`src/rtl/fizzbuzz_classifier_if.sv`:
```
`default_nettype none
// ============================================================================
//  Module   : fizzbuzz_classifier_if
//  Purpose  : Operand-in / result-out handshake bundle for fizzbuzz_classifier.
//  Revision : 1.0  initial release
// ============================================================================
interface fizzbuzz_classifier_if #(
  parameter int WIDTH = 8
);
  logic             in_valid;
  logic             in_ready;
  logic [WIDTH-1:0] in_data;
  logic             out_valid;
  logic             out_ready;
  logic [WIDTH-1:0] out_data;
  logic [1:0]       out_mod3;
  logic [2:0]       out_mod5;
  logic [1:0]       out_class;

  modport master (
    output in_valid, in_data, out_ready,
    input  in_ready, out_valid, out_data, out_mod3, out_mod5, out_class
  );

  modport slave (
    input  in_valid, in_data, out_ready,
    output in_ready, out_valid, out_data, out_mod3, out_mod5, out_class
  );
endinterface
`default_nettype wire

```
`src/rtl/fizzbuzz_classifier.sv`:
```
`default_nettype none
// ============================================================================
//  Module   : fizzbuzz_classifier
//  Purpose  : Iterative mod-3 / mod-5 FizzBuzz classifier with per-class counters.
//  Revision : 1.0  initial release
// ============================================================================
module fizzbuzz_classifier #(
  parameter int WIDTH = 8,
  parameter int CW    = 16
) (
  input  wire                  clk,
  input  wire                  rst,
  fizzbuzz_classifier_if.slave bus,
  output logic [CW-1:0]        cnt_num,
  output logic [CW-1:0]        cnt_fizz,
  output logic [CW-1:0]        cnt_buzz,
  output logic [CW-1:0]        cnt_fb,
  output logic                 busy
);

  localparam int              RW      = WIDTH + 3;
  localparam int              KW      = (WIDTH > 1) ? $clog2(WIDTH) : 1;
  localparam logic [KW-1:0]   C_K_INIT = KW'(WIDTH - 1);
  localparam logic [RW-1:0]   C_THREE  = RW'(3);
  localparam logic [RW-1:0]   C_FIVE   = RW'(5);
  localparam logic [CW-1:0]   C_SAT    = {CW{1'b1}};

  typedef enum logic [1:0] {
    S_IDLE = 2'd0,
    S_CALC = 2'd1,
    S_DONE = 2'd2
  } state_t;

  state_t           r_state;
  logic [WIDTH-1:0] r_data;
  logic [RW-1:0]    r_r3;
  logic [RW-1:0]    r_r5;
  logic [KW-1:0]    r_k;
  logic             r_in_ready;
  logic             r_out_valid;
  logic             r_busy;
  logic [CW-1:0]    r_cnt_num;
  logic [CW-1:0]    r_cnt_fizz;
  logic [CW-1:0]    r_cnt_buzz;
  logic [CW-1:0]    r_cnt_fb;

  logic [RW-1:0]    w_sub3;
  logic [RW-1:0]    w_sub5;
  logic [RW-1:0]    w_r3_nxt;
  logic [RW-1:0]    w_r5_nxt;
  logic [1:0]       w_class;
  logic             w_in_hs;
  logic             w_out_hs;

  // One restoring-division step per cycle against 3<<k and 5<<k in parallel.
  always_comb begin
    w_sub3   = C_THREE << r_k;
    w_sub5   = C_FIVE  << r_k;
    w_r3_nxt = (r_r3 >= w_sub3) ? (r_r3 - w_sub3) : r_r3;
    w_r5_nxt = (r_r5 >= w_sub5) ? (r_r5 - w_sub5) : r_r5;
    w_class  = {(r_r5[2:0] == 3'd0), (r_r3[1:0] == 2'd0)};
  end

  assign w_in_hs  = r_in_ready  & bus.in_valid;
  assign w_out_hs = r_out_valid & bus.out_ready;

  always_ff @(posedge clk) begin
    if (rst) begin
      r_state     <= S_IDLE;
      r_data      <= '0;
      r_r3        <= '0;
      r_r5        <= '0;
      r_k         <= '0;
      r_in_ready  <= 1'b1;
      r_out_valid <= 1'b0;
      r_busy      <= 1'b0;
      r_cnt_num   <= '0;
      r_cnt_fizz  <= '0;
      r_cnt_buzz  <= '0;
      r_cnt_fb    <= '0;
    end else begin
      case (r_state)
        S_IDLE: begin
          if (w_in_hs) begin
            r_data     <= bus.in_data;
            r_r3       <= RW'(bus.in_data);
            r_r5       <= RW'(bus.in_data);
            r_k        <= C_K_INIT;
            r_in_ready <= 1'b0;
            r_busy     <= 1'b1;
            r_state    <= S_CALC;
          end
        end
        S_CALC: begin
          r_r3 <= w_r3_nxt;
          r_r5 <= w_r5_nxt;
          if (r_k == '0) begin
            r_out_valid <= 1'b1;
            r_state     <= S_DONE;
          end else begin
            r_k <= r_k - KW'(1);
          end
        end
        S_DONE: begin
          if (w_out_hs) begin
            r_out_valid <= 1'b0;
            r_in_ready  <= 1'b1;
            r_busy      <= 1'b0;
            r_state     <= S_IDLE;
            case (w_class)
              2'd0:    if (r_cnt_num  != C_SAT) r_cnt_num  <= r_cnt_num  + CW'(1);
              2'd1:    if (r_cnt_fizz != C_SAT) r_cnt_fizz <= r_cnt_fizz + CW'(1);
              2'd2:    if (r_cnt_buzz != C_SAT) r_cnt_buzz <= r_cnt_buzz + CW'(1);
              default: if (r_cnt_fb   != C_SAT) r_cnt_fb   <= r_cnt_fb   + CW'(1);
            endcase
          end
        end
        default: begin
          r_out_valid <= 1'b0;
          r_in_ready  <= 1'b1;
          r_busy      <= 1'b0;
          r_state     <= S_IDLE;
        end
      endcase
    end
  end

  // Result fields read as zero/NUM whenever no result is being offered.
  assign bus.in_ready  = r_in_ready;
  assign bus.out_valid = r_out_valid;
  assign bus.out_data  = r_data;
  assign bus.out_mod3  = r_out_valid ? r_r3[1:0] : 2'd0;
  assign bus.out_mod5  = r_out_valid ? r_r5[2:0] : 3'd0;
  assign bus.out_class = r_out_valid ? w_class   : 2'd0;

  assign cnt_num  = r_cnt_num;
  assign cnt_fizz = r_cnt_fizz;
  assign cnt_buzz = r_cnt_buzz;
  assign cnt_fb   = r_cnt_fb;
  assign busy     = r_busy;

endmodule
`default_nettype wire

```
`src/flat_wrapper.sv`:
```
// flat-port wrapper written by rule: the top's interface ports become plain ports
module fizzbuzz_classifier_flat 
#(
  parameter int WIDTH = 8,
  parameter int CW    = 16
)
  (clk, rst, cnt_num, cnt_fizz, cnt_buzz, cnt_fb, busy, bus_in_valid, bus_in_data, bus_out_ready, bus_in_ready, bus_out_valid, bus_out_data, bus_out_mod3, bus_out_mod5, bus_out_class);
  fizzbuzz_classifier_if #(.WIDTH(WIDTH)) bus_i ();
  input  wire clk;
  input  wire rst;
  output logic [CW-1:0] cnt_num;
  output logic [CW-1:0] cnt_fizz;
  output logic [CW-1:0] cnt_buzz;
  output logic [CW-1:0] cnt_fb;
  output logic busy;
  input wire logic [$bits(bus_i.in_valid)-1:0] bus_in_valid;
  input wire logic [$bits(bus_i.in_data)-1:0] bus_in_data;
  input wire logic [$bits(bus_i.out_ready)-1:0] bus_out_ready;
  output wire logic [$bits(bus_i.in_ready)-1:0] bus_in_ready;
  output wire logic [$bits(bus_i.out_valid)-1:0] bus_out_valid;
  output wire logic [$bits(bus_i.out_data)-1:0] bus_out_data;
  output wire logic [$bits(bus_i.out_mod3)-1:0] bus_out_mod3;
  output wire logic [$bits(bus_i.out_mod5)-1:0] bus_out_mod5;
  output wire logic [$bits(bus_i.out_class)-1:0] bus_out_class;
  assign bus_i.in_valid = bus_in_valid;
  assign bus_i.in_data = bus_in_data;
  assign bus_i.out_ready = bus_out_ready;
  assign bus_in_ready = bus_i.in_ready;
  assign bus_out_valid = bus_i.out_valid;
  assign bus_out_data = bus_i.out_data;
  assign bus_out_mod3 = bus_i.out_mod3;
  assign bus_out_mod5 = bus_i.out_mod5;
  assign bus_out_class = bus_i.out_class;
  fizzbuzz_classifier #(.WIDTH(WIDTH), .CW(CW)) u_core (.clk(clk), .rst(rst), .bus(bus_i), .cnt_num(cnt_num), .cnt_fizz(cnt_fizz), .cnt_buzz(cnt_buzz), .cnt_fb(cnt_fb), .busy(busy));
endmodule
```
`config.mk`:
```
export PLATFORM = sky130hd
export DESIGN_NAME = fizzbuzz_classifier_flat
export DESIGN_NICKNAME = d
export VERILOG_FILES = /design/src/rtl/fizzbuzz_classifier_if.sv /design/src/rtl/fizzbuzz_classifier.sv /design/src/flat_wrapper.sv
export SDC_FILE = /design/constraint.sdc
export NUM_CORES = 1
export LEC_CHECK = 0
export CORE_AREA = 2 2 78 136
export CTS_CLUSTER_SIZE = 12
export DETAILED_ROUTE_END_ITERATION = 10
export DIE_AREA = 0 0 80 138
export PLACE_DENSITY = 0.94
export SKIP_CTS_REPAIR_TIMING = 1
export SLEW_MARGIN = 20
export SYNTH_ARGS = -nofsm -noshare
export SYNTH_HDL_FRONTEND = slang
export SYNTH_SLANG_ARGS = --single-unit
```
`constraint.sdc`:
```
create_clock -name clk -period 5.05 [get_ports clk]
set_clock_uncertainty 0.2 [all_clocks]
set_input_delay 0.7575 -clock clk [delete_from_list [all_inputs] [get_ports clk]]
set_output_delay 0.7575 -clock clk [all_outputs]
set_load 0.02 [all_outputs]
```
Yosys cells after proc, flatten, opt, wreduce, memory -nomap -nowiden. Index checks and enable logic that the tools add are counted.

Logic and storage cells: 83. Input port bits: 12. Register bits: 102. Output and inout port bits: 82.

Add/sub/neg operators: 7. Shift operators: 2. Muxes and demuxes: 23. Order comparisons: 2. Bitwise operators: 5. Eq/ne operators: 14. Reduce and logical (&&, ||, !) cells: 18.

Operators by type and width (count): $add A16 B1 Y16 const B (4); $ne A16 B16 Y1 const B (4); $pmux W11 S2 (2); $mux W11 (3); $ge A11 B11 Y1 (2); $sub A11 B11 Y11 (2); $reduce_and A3 Y1 (6); $reduce_and A4 Y1 (4); $shl A2 B3 Y11 const A (1); $shl A3 B3 Y11 const A (1); $mux W2 (5); $ne A2 B1 Y1 const B (5); $mux W3 (3); $pmux W1 S3 (3); $logic_not A2 Y1 (3); $logic_not A3 Y1 (2); $pmux W2 S3 (1); $pmux W3 S2 (1); $mux W1 (5); $eq A2 B1 Y1 const B (2); $eq A2 B2 Y1 const B (2); $not A1 Y1 (3); $reduce_or A3 Y1 (1); $sub A3 B1 Y3 const B (1); other kinds (4) (5).

Depth between registers and ports, before layout. Gate-level depths: netlist of run 1.

Depth after elaboration: 5. Depth in mapped cells: 12. Gate-level depth less buffers: 11.

Worst setup path before layout of run 1. Ideal clock, no wire load.

Path type: reg-to-reg. Start point: register u_core.r_k[2]. End point: register u_core.r_r3[5]. Period minus slack after synthesis: 2.763 ns. Stages on the path, launching flop included: 13. Library setup time: 0.119 ns. Setup slack: 2.287 ns. Arrival: 2.443 ns. Cells stage by stage: dfxtp_1 > clkbuf_1 > clkbuf_1 > nand2_1 > ha_1 > buf_2 > a211oi_1 > nor2_1 > nor4_2 > a21oi_2 > buf_6 > o21ai_0 > a21oi_1.

Cells in the longest elaborated chain, start to end: 4.

Ends and longest elaborated chain: start, declared (RTL line fizzbuzz_classifier.sv:38) `logic [KW-1:0] r_k;`; start signal, assigned (RTL line fizzbuzz_classifier.sv:101) `r_k <= r_k - KW'(1);`; $shl A2 B3 Y11 (*) (RTL line fizzbuzz_classifier.sv:57) `w_sub3 = C_THREE << r_k;`; $sub A11 B11 Y11 or $ge A11 B11 Y1 (tied branches) (RTL line fizzbuzz_classifier.sv:59) `w_r3_nxt = (r_r3 >= w_sub3) ? (r_r3 - w_sub3) : r_r3;`; $mux W11 or $ne A2 B1 Y1 (tied branches); $pmux W11 S2 or $reduce_and A3 Y1 (tied branches); end signal, assigned (RTL line fizzbuzz_classifier.sv:86) `r_r3 <= RW'(bus.in_data);`; end signal, assigned (RTL line fizzbuzz_classifier.sv:95) `r_r3 <= w_r3_nxt;`; end, declared (RTL line fizzbuzz_classifier.sv:36) `logic [RW-1:0] r_r3;`.

Mark *: on every way between the ends. The rest lies on a longest branch, timed or not. The select of a mux whose other input is x is not followed. A chain may end at the register's enable or synchronous reset.

Final worst setup path of run 1.
Start point: register u_core.r_k[0]. End point: register u_core.r_r5[9].

Cells in the longest elaborated chain, start to end: 4.

Ends and longest elaborated chain: $shl A3 B3 Y11 (*) (RTL line fizzbuzz_classifier.sv:58) `w_sub5 = C_FIVE << r_k;`; $sub A11 B11 Y11 or $ge A11 B11 Y1 (tied branches) (RTL line fizzbuzz_classifier.sv:60) `w_r5_nxt = (r_r5 >= w_sub5) ? (r_r5 - w_sub5) : r_r5;`; $mux W11 or $ne A2 B1 Y1 (tied branches); $pmux W11 S2 or $reduce_and A3 Y1 (tied branches); end signal, assigned (RTL line fizzbuzz_classifier.sv:87) `r_r5 <= RW'(bus.in_data);`; end signal, assigned (RTL line fizzbuzz_classifier.sv:96) `r_r5 <= w_r5_nxt;`; end, declared (RTL line fizzbuzz_classifier.sv:37) `logic [RW-1:0] r_r5;`.

Marks and branches as above.

==> flow_metrics.py, run 1 <==
metrics = {
    "setup_path": {
        "rrSetupSlack_ps": 1520,
        "cp.required_ps": 5090,
        "cp-end-kind": "register",
        "path_class": "reg2reg",
        "rr_startpoint": "u_core.r_k[0]",
        "arrival_ps": 3570,
        "r2r-end": "u_core.r_r5[9]",
        "path_max_fanout": 19,
        "start_kind": "register",
        "r2r_cells": 10,
    },
    "synthesis": {
        "synth_edf_count": 0,
        "ys.flop_type": "dfxtp_1",
        "syn_area_sq_um": 5648,
        "post-synth-top-count-cell": "dfxtp_1",
        "yosys_register_bits": 102,
        "synth_fp_nets": 707,
        "netlist_top_cells_count": "102 x dfxtp_1, 89 x nor2_1, 60 x nand2_1",
        "postSynthAreaPerCell_sq_um": 8.519,
        "synth_cell_type_count": 63,
        "yosysSeqAreaShare_pct": 36.15,
        "synth_top_area_share_pct": 36.15,
        "async_flop_share_pct": 0,
        "yosysTopAreaCell": "dfxtp_1",
        "syn_inst": 663,
        "ys_warn_count": 0,
        "synth_area_leaders": "dfxtp_1 36%, ha_1 6.6%, nor2_1 5.9%, xor2_1 5.6%, xnor2_1 5.3%",
    },
    "place": {
        "dp_hpwl_um": 11100,
        "place_area_sq_um": 6633,
        "io_buffers": 93,
        "finalWeightedCongestion": 0.8892,
        "dp_worst_setup_slack_ps": 1472,
        "dpl.cell_count": 860,
    },
    "power": {
        "p_sw_mw": 1.174,
        "p_per_area_nw_per_um2": 426.5,
        "p_comb_share_pct": 44.5,
        "switching_share_pct": 39.86,
        "internal_power_mw": 1.772,
        "leakage_nw": 2.596,
        "vdd_drop_max_mv": 0.2927,
        "p_seq_share_pct": 33.1,
        "power_mw": 2.946,
        "p_clk_share_pct": 22.4,
    },
    "flow_run": {
        "maxCapViolCount": 0,
    },
    "global_routing": {
        "grt_pass1_wl_um": 24850,
        "grt_pass1_vias": 5334,
        "grt_overflow_total": 0,
        "antenna_found_initial": 0,
        "grtUsageTotal_pct": 27.75,
        "grt_max_degree": 54,
    },
    "clock_network": {
        "clock_latency_ps": 350,
        "clk_pin_slew_ps": 70,
        "numCtsBuffers": 9,
        "clockBufferDepth": 2,
        "cts_max_level": 3,
        "cts_tree": "done",
        "cts-root-buf": "clkbuf_16",
        "cts.sinks": 102,
    },
    "cells_and_area": {
        "postLayoutCoreUtil_pct": 68.69,
        "syn_to_final_growth_pct": 22.29,
        "nNetsFinal": 788,
        "diodes": 0,
        "stdcell_count": 875,
        "drive_above_1_share_pct": 5.749,
        "final_area_sq_um": 6907,
    },
    "drt": {
        "first_pass_iters": 5,
        "route.vias.total": 5275,
        "drtIter0Drc": 278,
        "ant_nets": 0,
        "drc": 0,
        "wl_per_cell_um": 17.08,
        "drt-total-wl_um": 14940,
        "avgViaCountPerCell": 6.029,
    },
    "floorplan": {
        "io_pins": 94,
        "die_y_um": 138,
        "start_util_pct": 56.17,
        "dieWidth_um": 80,
        "fp.coreArea_sq_um": 10050,
        "num_rows": 49,
        "dieArea_sq_um": 11040,
    },
    "worst_hold_path": {
        "hold_path_end": "u_core.bus.out_data[6]",
        "holdCritStartpoint": "u_core.bus.out_data[6]",
        "whs_path_depth": 2,
        "hold_class": "reg2reg",
    },
    "sta": {
        "hold_viol": 0,
        "relSlewSlack_pct": 43.98,
        "clock.fmax_mhz": 283.6,
        "period_share_pct": 69.82,
        "drv_slew": 0,
        "rsz0062_at_grt": "false",
        "report.final.setup_viol": 0,
        "finalWorstSetupSlack_ps": 1524,
        "period_minus_slack_ps": 3526,
        "fin_setup_tns_ps": 0,
        "worst_pin_slew_ps": 840.2,
        "timing.hold.ws_ps": 264.9,
    },
    "status": {
        "status": "finished, final reports clean",
    },
}
==> metal layers <==
layer | share of wire [%] | vias up | wire length, um | global-route usage, %
met2 | 52 | 211 | 7813 | 48.38
met1 | 37 | 2514 | 5559 | 30.08
met5 | 0 | - | 0 | 0
met4 | 6.1 | 0 | 914 | 18.02
met3 | 4.4 | 73 | 653 | 4.308
li1 | - | 2477 | - | -
==> sequential cells by signal, indices dropped and copies added (netlist names) <==
name / flops
u_core.bus.out_valid: 1
u_core.r_r5: 11
u_core.cnt_num: 16
u_core.r_k: 3
u_core.bus.in_ready: 1
u_core.r_state: 2
u_core.cnt_buzz: 16
u_core.busy: 1
u_core.bus.out_data: 8
u_core.r_r3: 11
u_core.cnt_fb: 16
u_core.cnt_fizz: 16
==> worst max-delay path by stage <==
stage                              from        endpoint  slack, ps
final                     u_core.r_k[0]  u_core.r_r5[9]       1520
after global routing      u_core.r_k[0]  u_core.r_r3[1]       1360
after CTS                 u_core.r_k[0]  u_core.r_r5[9]       1620
after detailed placement   bus_in_valid  u_core.r_r5[9]       1470
after global placement     bus_in_valid  u_core.r_r5[0]       1600
after floorplan           u_core.r_k[2]  u_core.r_r3[5]       2290
==> final cells by class <==
type | count | area, sq um
Tap cell | 127 | 158.9
Multi-Input combinational cell | 522 | 3438
Fill cell | 739 | 3148
Inverter | 14 | 52.55
Clock inverter | 4 | 31.28
Clock buffer | 11 | 242.7
Sequential cell | 102 | 2042
Timing Repair Buffer | 95 | 940.9
==> kinds of logic after synthesis <==
logic type	count (synthesis)	share of synthesized area (%)
buffers and inverters	39	2.968
and+or+nand+nor	300	27.87
muxes	8	1.440
adders and majority gates	32	7.355
xor gates and xnor gates	70	10.86
AOI/OAI and AO/OA	112	13.36
DFF	102	36.15
==> power groups by stage <==
| stage | sequential [mW] | combinational (mW) | clock (mW) |
|---|---|---|---|
| final | 0.976 | 1.31 | 0.660 |
| after global routing | 0.984 | 1.43 | 0.693 |
| after CTS | 0.970 | 1.29 | 0.663 |
| after detailed placement | 0.988 | 1.27 | 0 |
| after global placement | 0.983 | 1.21 | 0 |
| after floorplan | 0.966 | 1.03 | 0 |
==> worst max-delay path, stage by stage, from the launching register on <==
cell and delay (ps):
dfxtp_1 470, inv_1 160, ha_1 300, nor2b_1 260, ha_1 300, nand3b_1 170
nand2_1 180, a41oi_2 230, a211oi_4 780, nor3b_1 120, a41o_1 240
==> placed cells by master, fill, tap and decap left out, types with 11 or more instances in the layout <==
| cell | count |
|---|---|
| inv_1 | 13 |
| nor2_1 | 89 |
| and3_1 | 21 |
| dfxtp_1 | 102 |
| and2_1 | 17 |
| nand4_1 | 17 |
| o21ai_0 | 11 |
| xor2_1 | 36 |
| and4_1 | 11 |
| clkdlybuf4s50_1 | 92 |
| ha_1 | 30 |
| a21oi_1 | 51 |
| nand3_1 | 28 |
| nor3_1 | 12 |
| nand2_1 | 60 |
| xnor2_1 | 34 |
Note: power is estimated with default switching activity, not from simulation.
==> run 2, diff against run 1 <==
- CORE_AREA: 2 2 78 136 -> 2 2 85 148
- DIE_AREA: 0 0 80 138 -> 0 0 87 150
- PLACE_DENSITY: 0.94 -> 0.85
- clock period: 5.05 -> 3.1 ns (I/O delays scaled with it)
==> flow_metrics.py, run 2 (same netlist as run 1, synthesis figures left out) <==
metrics = {
    "cells_and_area": {
        "syn_to_final_growth_pct": 25.32,
        "drive_above_1_share_pct": 7.905,
        "nNetsFinal": 799,
        "final_common_cell": "dfxtp_1",
        "diodes": 0,
        "layout_common_cells": "101 x dfxtp_1, 92 x clkdlybuf4s50_1, 89 x nor2_1, 60 x nand2_1, 50 x a21oi_1",
    },
    "drt": {
        "first_pass_iters": 7,
        "highest_layer": "met4",
        "dr_wl_met2_um": 7432,
        "wl_per_cell_um": 15.75,
        "avgViaCountPerCell": 5.682,
        "route.vias.total": 5091,
        "wl_met3_um": 465,
        "ant_nets": 0,
        "drtIter0Drc": 208,
        "wl_met1_um": 5619,
        "drc": 0,
        "drt-total-wl_um": 14110,
    },
    "global_routing": {
        "grt_overflow_total": 0,
        "grt_max_degree": 64,
        "grt_pass1_wl_um": 22470,
        "grt_pass1_vias": 4883,
        "antenna_found_initial": 0,
        "grtUsageTotal_pct": 21.65,
    },
    "clock_network": {
        "cts.sinks": 102,
        "clockBufferDepth": 2,
        "numCtsBuffers": 9,
        "cts-root-buf": "clkbuf_16",
        "cts_tree": "done",
        "cts_max_level": 3,
        "clock_latency_ps": 340,
        "clk_pin_slew_ps": 70,
    },
    "sta": {
        "drv_slew": 0,
        "report.final.setup_viol": 0,
        "relSlewSlack_pct": 65.73,
        "finalWorstSetupSlack_ps": 190.9,
        "rsz0062_at_grt": "false",
        "clock.fmax_mhz": 343.7,
        "period_share_pct": 93.84,
        "hold_viol": 0,
        "fin_setup_tns_ps": 0,
        "worst_pin_slew_ps": 509.9,
        "period_minus_slack_ps": 2909,
    },
    "setup_path": {
        "path_class": "reg2reg",
        "cp.required_ps": 3140,
        "slowest_stage": "fa_1",
        "cpPeakStageDelay_ps": 410,
        "arrival_ps": 2950,
        "cp-end-kind": "register",
        "path_max_fanout": 6,
        "crit_chain": "inv_1 -> ha_2 -> nor2b_2 -> ha_1 -> fa_1 -> nor2b_1 -> o2111ai_1 -> nand4b_1 -> a31oi_1 -> xnor2_1 -> a41o_1",
        "start_kind": "register",
    },
    "place": {
        "dp_hpwl_um": 10430,
        "dp_worst_setup_slack_ps": 58.91,
        "finalWeightedCongestion": 0.9247,
        "io_buffers": 93,
    },
    "floorplan": {
        "num_rows": 53,
        "die_y_um": 150,
        "dieArea_sq_um": 13050,
        "start_util_pct": 47.58,
        "io_pins": 94,
        "fp.coreArea_sq_um": 11870,
        "dieWidth_um": 87,
    },
    "power": {
        "p_per_area_nw_per_um2": 707.8,
        "vdd_drop_max_mv": 0.3946,
        "leakage_nw": 2.676,
    },
    "status": {
        "status": "finished, final reports clean",
    },
    "flow_run": {
        "maxCapViolCount": 0,
    },
    "worst_hold_path": {
        "hold_class": "reg2reg",
    },
}
[run 2: cell count changes in the layout (fill, tap and decap cells not counted), sizes merged]
cell / previous run / this run
buf: 3 / 14
bufinv: 0 / 1
clkinv: 4 / 3
[run 2: worst paths after layout]
| path | from | end | slack [ps] | depth (start not counted) |
|---|---|---|---|---|
| setup / recovery | u_core.r_k[0] | u_core.r_r3[8] | 190 | 11 |
| hold / removal | u_core.bus.out_data[7] | u_core.bus.out_data[7] | 260 | 2 |
| hold reg to reg | u_core.bus.out_data[7] | u_core.bus.out_data[7] | 260 | 2 |
| setup reg to reg | u_core.r_k[0] | u_core.r_r3[8] | 190 | 11 |
[run 2: layer usage]
layer  GRT usage, %  vias up
li1               -     2506
met1          23.23     2404
met2          39.20      138
met3          3.034       43
met4          12.58        0
met5              0        -
[run 2: critical path: cells and delay by family (launching register included)]
family | cells | cell delay (ps)
buf+inv | 1 | 110
simple gates | 3 | 590
compound gates | 3 | 520
flops | 1 | 360
xor+xnor | 1 | 160
fa+ha+maj | 3 | 880
[run 2: layout make-up]
class,instances,area (sq um)
Sequential cell,102,2043
Fill cell,982,4792
Tap cell,137,171.4
Timing Repair Buffer,106,1051
Inverter,14,52.55
Clock inverter,4,55.05
Clock buffer,11,252.7
Multi-Input combinational cell,522,3452
[run 2: where the power goes]
| group | internal (mW) | switching [mW] | leakage [nW] | total [mW] |
|---|---|---|---|---|
| sequential | 1.44 | 0.135 | 0.828 | 1.58 |
| clock | 0.671 | 0.489 | 0.153 | 1.16 |
| combinational | 1.00 | 1.27 | 1.69 | 2.27 |
[run 2: metrics by stage]
| stage | util, % | total power [mW] | hold WS, ps | std cells | cell area [sq um] |
|---|---|---|---|---|---|
| after floorplan | - | 3.254 | 232.7 | 663 | 5648 |
| after global placement | 56.74 | 3.712 | 244.6 | 880 | 6735 |
| after detailed placement | 56.74 | 3.763 | 250.8 | 880 | 6735 |
| after CTS | 59.33 | 4.933 | 262.3 | 895 | 7043 |
| after global routing | 59.63 | 5.317 | 275.8 | 896 | 7078 |
| final | 59.63 | 5.010 | 260.9 | 896 | 7078 |
